--- src/rtl/wormhole_rr_allocator.sv ---
// Round-robin, packet-locked output-channel allocator for one BiNoC output port.
// Optional stall watchdog (adds output wd_trip) is built when WATCHDOG_EN is defined.
module wormhole_rr_allocator #(
    parameter int NREQ     = 10,
    parameter int SELW     = 4,
    parameter int CREDITS  = 4,
    parameter int CW       = 3,
    parameter int WD_LIMIT = 15
) (
    input  logic            clk,
    input  logic            rst,
    input  logic [NREQ-1:0] req,
    input  logic [NREQ-1:0] tail,
    input  logic            credit_in,
    output logic [NREQ-1:0] gnt,
    output logic [SELW-1:0] sel,
    output logic            fwd,
    output logic            busy,
    output logic [CW-1:0]   credit_cnt,
    output logic            credit_err
`ifdef WATCHDOG_EN
    ,
    output logic            wd_trip
`endif
);

    localparam logic [0:0] ST_IDLE = 1'b0;
    localparam logic [0:0] ST_BUSY = 1'b1;

    localparam logic [SELW-1:0] LAST_IDX  = SELW'(NREQ - 1);
    localparam logic [SELW-1:0] ONE_IDX   = SELW'(1);
    localparam logic [SELW:0]   NREQ_EXT  = (SELW + 1)'(NREQ);
    localparam logic [CW-1:0]   CRED_MAX  = CW'(CREDITS);
    localparam logic [CW-1:0]   CRED_ONE  = CW'(1);
    localparam logic [NREQ-1:0] GNT_ONE   = NREQ'(1);

    logic [0:0]      state_q, state_d;
    logic [SELW-1:0] ptr_q, ptr_d;
    logic [SELW-1:0] sel_q, sel_d;
    logic [NREQ-1:0] gnt_q, gnt_d;
    logic [CW-1:0]   credit_cnt_q, credit_cnt_d;
    logic            credit_err_q, credit_err_d;

    logic [NREQ-1:0] req_rot;
    logic [SELW-1:0] pick_off;
    logic [SELW:0]   pick_sum;
    logic [SELW-1:0] pick;
    logic            owner_req;
    logic            owner_tail;
    logic            pkt_done;
    logic            wd_fire;

    // Handshake: req is a level "flit available"; a flit moves downstream in
    // exactly the cycles where fwd=1 (owner requesting and a credit held);
    // tail is only acted upon in a cycle where the owner's flit moves.

    // Rotate requests so that bit 0 is the pointer position, then take the
    // lowest set bit and rotate the offset back into an absolute index.
    always_comb begin
        req_rot  = NREQ'({req, req} >> ptr_q);
        pick_off = '0;
        for (int i = NREQ - 1; i >= 0; i--) begin
            if (req_rot[i]) begin
                pick_off = SELW'(i);
            end
        end
        pick_sum = {1'b0, ptr_q} + {1'b0, pick_off};
        if (pick_sum >= NREQ_EXT) begin
            pick_sum = pick_sum - NREQ_EXT;
        end
        pick = pick_sum[SELW-1:0];
    end

    assign owner_req  = |(req & gnt_q);
    assign owner_tail = |(tail & gnt_q);
    assign fwd        = (state_q == ST_BUSY) && owner_req && (credit_cnt_q != '0);
    assign pkt_done   = (fwd && owner_tail) || wd_fire;

`ifdef WATCHDOG_EN
    logic [3:0] stall_q, stall_d;
    logic       wd_trip_q, wd_trip_d;

    // Counts consecutive non-forwarding cycles of the current lock; the cycle
    // that would make the count reach WD_LIMIT releases the lock instead.
    always_comb begin
        stall_d = '0;
        wd_fire = 1'b0;
        if (state_q == ST_BUSY && !fwd) begin
            wd_fire = (stall_q == 4'(WD_LIMIT - 1));
            stall_d = wd_fire ? 4'd0 : stall_q + 4'd1;
        end
        wd_trip_d = wd_fire;
    end

    always_ff @(posedge clk or posedge rst) begin
        if (rst) begin
            stall_q   <= '0;
            wd_trip_q <= 1'b0;
        end else begin
            stall_q   <= stall_d;
            wd_trip_q <= wd_trip_d;
        end
    end

    assign wd_trip = wd_trip_q;
`else
    assign wd_fire = 1'b0;
`endif

    always_comb begin
        state_d = state_q;
        ptr_d   = ptr_q;
        sel_d   = sel_q;
        gnt_d   = gnt_q;
        case (state_q)
            ST_IDLE: begin
                if (|req) begin
                    state_d = ST_BUSY;
                    sel_d   = pick;
                    gnt_d   = GNT_ONE << pick;
                end
            end
            ST_BUSY: begin
                if (pkt_done) begin
                    state_d = ST_IDLE;
                    sel_d   = '0;
                    gnt_d   = '0;
                    ptr_d   = (sel_q == LAST_IDX) ? '0 : sel_q + ONE_IDX;
                end
            end
            default: begin
                state_d = ST_IDLE;
                sel_d   = '0;
                gnt_d   = '0;
            end
        endcase
    end

    // A returned credit and a forwarded flit in the same cycle cancel out.
    always_comb begin
        credit_cnt_d = credit_cnt_q;
        credit_err_d = credit_err_q;
        if (fwd && !credit_in) begin
            credit_cnt_d = credit_cnt_q - CRED_ONE;
        end else if (credit_in && !fwd) begin
            if (credit_cnt_q == CRED_MAX) begin
                credit_err_d = 1'b1;
            end else begin
                credit_cnt_d = credit_cnt_q + CRED_ONE;
            end
        end
    end

    always_ff @(posedge clk or posedge rst) begin
        if (rst) begin
            state_q      <= ST_IDLE;
            ptr_q        <= '0;
            sel_q        <= '0;
            gnt_q        <= '0;
            credit_cnt_q <= CRED_MAX;
            credit_err_q <= 1'b0;
        end else begin
            state_q      <= state_d;
            ptr_q        <= ptr_d;
            sel_q        <= sel_d;
            gnt_q        <= gnt_d;
            credit_cnt_q <= credit_cnt_d;
            credit_err_q <= credit_err_d;
        end
    end

    assign gnt        = gnt_q;
    assign sel        = sel_q;
    assign busy       = (state_q == ST_BUSY);
    assign credit_cnt = credit_cnt_q;
    assign credit_err = credit_err_q;

endmodule

--- config.mk ---
export PLATFORM = sky130hd
export DESIGN_NAME = wormhole_rr_allocator
export DESIGN_NICKNAME = d
export VERILOG_FILES = /design/src/rtl/wormhole_rr_allocator.sv
export SDC_FILE = /design/constraint.sdc
export NUM_CORES = 1
export LEC_CHECK = 0
export ABC_CLOCK_PERIOD_IN_PS = 9100
export CAP_MARGIN = 20
export CORE_MARGIN = 4
export CORE_UTILIZATION = 55
export DETAILED_ROUTE_END_ITERATION = 16
export DONT_BUFFER_PORTS = 1
export HOLD_SLACK_MARGIN = 0.06
export PLACE_DENSITY = 0.72
export SETUP_SLACK_MARGIN = 0.1
export SYNTH_ARGS = -nofsm -noshare
export SYNTH_HDL_FRONTEND = slang
export SYNTH_SLANG_ARGS = --single-unit
export TNS_END_PERCENT = 20
--- constraint.sdc ---
create_clock -name clk -period 9.1 [get_ports clk]
set_clock_uncertainty 0.05 [all_clocks]
set_input_delay 0.455 -clock clk [delete_from_list [all_inputs] [get_ports clk]]
set_output_delay 0.455 -clock clk [all_outputs]
set_load 0.02 [all_outputs]
==> qor.txt <==
Status: completed
Commonest non-fill, non-tap cell in the layout: dfrtp_1
GPL Wtd Cong: 0.8157
Clk buf depth: 2
CTS resizes: 0
PortBufs: 0
Share of cells above drive strength 1: 9.607%
Largest cells by area after synthesis: dfrtp_1 (24%), mux4_1 (9.0%), mux2i_1 (6.4%), mux4_2 (4.8%), ha_1 (3.8%)
Max Cap Violations: 0
Antenna diodes: 0
CP max FO: 25
CP Capture Type: flip-flop
Rows: 23
Worst-path clk slew: 80 ps
Post-Syn Instances: 238
Final setup TNS: 0 ps
Crit share post-route: 55.92%
Syn_nets: 270
Final ANT Viol Nets: 0
WP data required: 9240 ps
Total gr overflow: 0
Die ar.: 5349 µm²
Ys async rst share: 100.0%
Final hold violations: 0
Vias in the first global route: 1,933
Critical path type: reg -> reg
Die Y: 73.14 µm
Crit path cell chain: mux4_1, a21boi_0, o32ai_1, o211ai_1, a31oi_1, ha_1, fa_1, xnor2_1, ha_1, nand2_1, a21oi_1, mux2_2, o2bb2ai_1
DR vias/cell: 6.824
Layout net count: 262
I/O pin count: 43
CTS tree: yes
Initial antenna violation count: 0
RSZ-0062 raised after global routing: no
FF+latch count, synth: 23
Slew HR: 34.04%
Worst slew pin tran: 989.4 ps
Most frequent cells in the layout: dfrtp_1 (22), nand2_1 (20), mux2i_1 (15), nor2_1 (14), inv_1 (12)
Starting DRC count in detailed routing: 186
Synth Cell Area: 2333 µm²
Number of fill cells in the layout: 357
First-pass GRT wire length: 9397 µm
Drc violations: 0
CTS Sinks: 23
HP Class: in -> async
Post-synth cell types: 54
Cell mode on critical path: ha_1
CP arrival: 5230 ps
Crit path largest cell delay: 1000 ps
Ys flop type: dfrtp_1
Largest net degree at the start of global routing: 26
Insertion delay to the later sink of the worst-skew pair: 270 ps
Initial Util: 57.51%
Via Count: 1,904
Synthesis-to-layout area growth: 0.8580%
Fin Hold WS: 191.2 ps
Yosys top cell area share: 23.59%
Final worst path period need: 5089 ps
Final slew viol count: 0
Detailed Routing Iterations Pass 1: 4
CTS Hold Buffers Added: 0
Crit-path slowest cell: dfrtp_1
Post-synth EDFFs: 0
Util after Layout: 58.00%
Routed len/inst: 19.48 µm
Clk root buf: clkbuf_8
CP Launch Type: flip-flop
F_max: 0.1965 GHz
DRT Wirelength: 5434 µm
TritonCTS Buffers: 3
Dpl hpwl: 4060 µm
Core area: 4058 µm²
Post-CTS Setup Bufs: 0
GRT Util Overall: 22.37%
Syn Area/Cell: 9.805 µm²
Final Setup Violations: 0
Die boundary width: 73.14 µm
H-Tree Depth: 1
Leading area contributor after synthesis: dfrtp_1
Yosys warning count: 0
Register area share after synthesis: 24.72%
## cell families (layout without fill, tap and decap cells)
| group | after synthesis | after routing | share of synthesized area, % |
|---|---|---|---|
| buf+inv | 27 | 18 | 6.059 |
| xor+xnor | 6 | 6 | 2.252 |
| fa+ha+maj | 9 | 9 | 5.469 |
| flops | 23 | 23 | 24.72 |
| mux | 36 | 36 | 24.61 |
| simple gates | 60 | 60 | 12.60 |
| compound gates | 77 | 77 | 24.29 |
## metal layers
layer  share of wire, %  GRT usage [%]  wire length [µm]  up-vias
li1                   -              -                 -      915
met1                 46          32.42              2500      907
met2                 46          34.56              2525       74
met3                5.9          3.444               319        8
met4                1.6          6.557                89        0
met5                  0              0                 0        -
## path summary, 6_finish.rpt
| kind | slack (ps) | endpoint | cells after the start | startpoint |
|---|---|---|---|---|
| worst min-delay path | 190 | credit_err$_DFFE_PP0P_ | 1 | rst |
| worst max register to register | 4010 | gnt[0]$_DFFE_PP0P_ | 13 | ptr_q[1]$_DFFE_PP0P_ |
| min in group clk | 420 | credit_err$_DFFE_PP0P_ | 2 | credit_in |
| worst max-delay path | 4010 | gnt[0]$_DFFE_PP0P_ | 13 | ptr_q[1]$_DFFE_PP0P_ |
| worst min register to register | 550 | credit_cnt[2]$_DFFE_PP1P_ | 2 | credit_cnt[2]$_DFFE_PP1P_ |
| max in group asynchronous | 8290 | ptr_q[0]$_DFFE_PP0P_ | 1 | rst |
## state kept, by name, indices dropped and copies added (netlist names)
register    count
gnt            10
sel             4
credit_cnt      3
busy            1
ptr_q           4
credit_err      1
## synthesized netlist by cell type, types with 5 or more instances
cell type and instances:
dfrtp_1 22, mux4_2 5, o21ai_0 11, inv_1 12, mux4_1 8, a21oi_1 9, mux2_2 7, ha_1 7
a22oi_1 7, a22o_1 6, nand2_1 20, o2bb2ai_1 10, nand2b_1 5, mux2i_1 15, nor2_1 14, nand3b_1 5
## area by class of cell
class / count / area [µm²] / area share, %
Clock buffer: 3 / 41.29 / 1.754
Multi-Input combinational cell: 188 / 1615 / 68.63
Tap cell: 50 / 62.56 / 2.658
Sequential cell: 23 / 576.8 / 24.51
Inverter: 14 / 52.55 / 2.233
Clock inverter: 1 / 5.005 / 0.2127
## worst max-delay path: cells and delay by family (launching register included)
family / cells / cell delay (ps)
flip-flops: 1 / 1000
AND/OR/NAND/NOR: 1 / 60
AO/OA/AOI/OAI: 6 / 1420
adder cells (fa/ha/maj): 3 / 930
multiplexers: 2 / 1130
XOR/XNOR: 1 / 400
## per-stage QoR
step	cell area [µm²]	instances	worst slack (ps)
floorplan	2333	238	4950
global placement	2307	275	4174
detailed placement	2307	275	4033
CTS	2354	279	4010
global route	2354	279	3582
finish	2354	279	4011
Power is not shown: default switching activity piles up to over one toggle a cycle in this logic, so the estimate is an artifact.
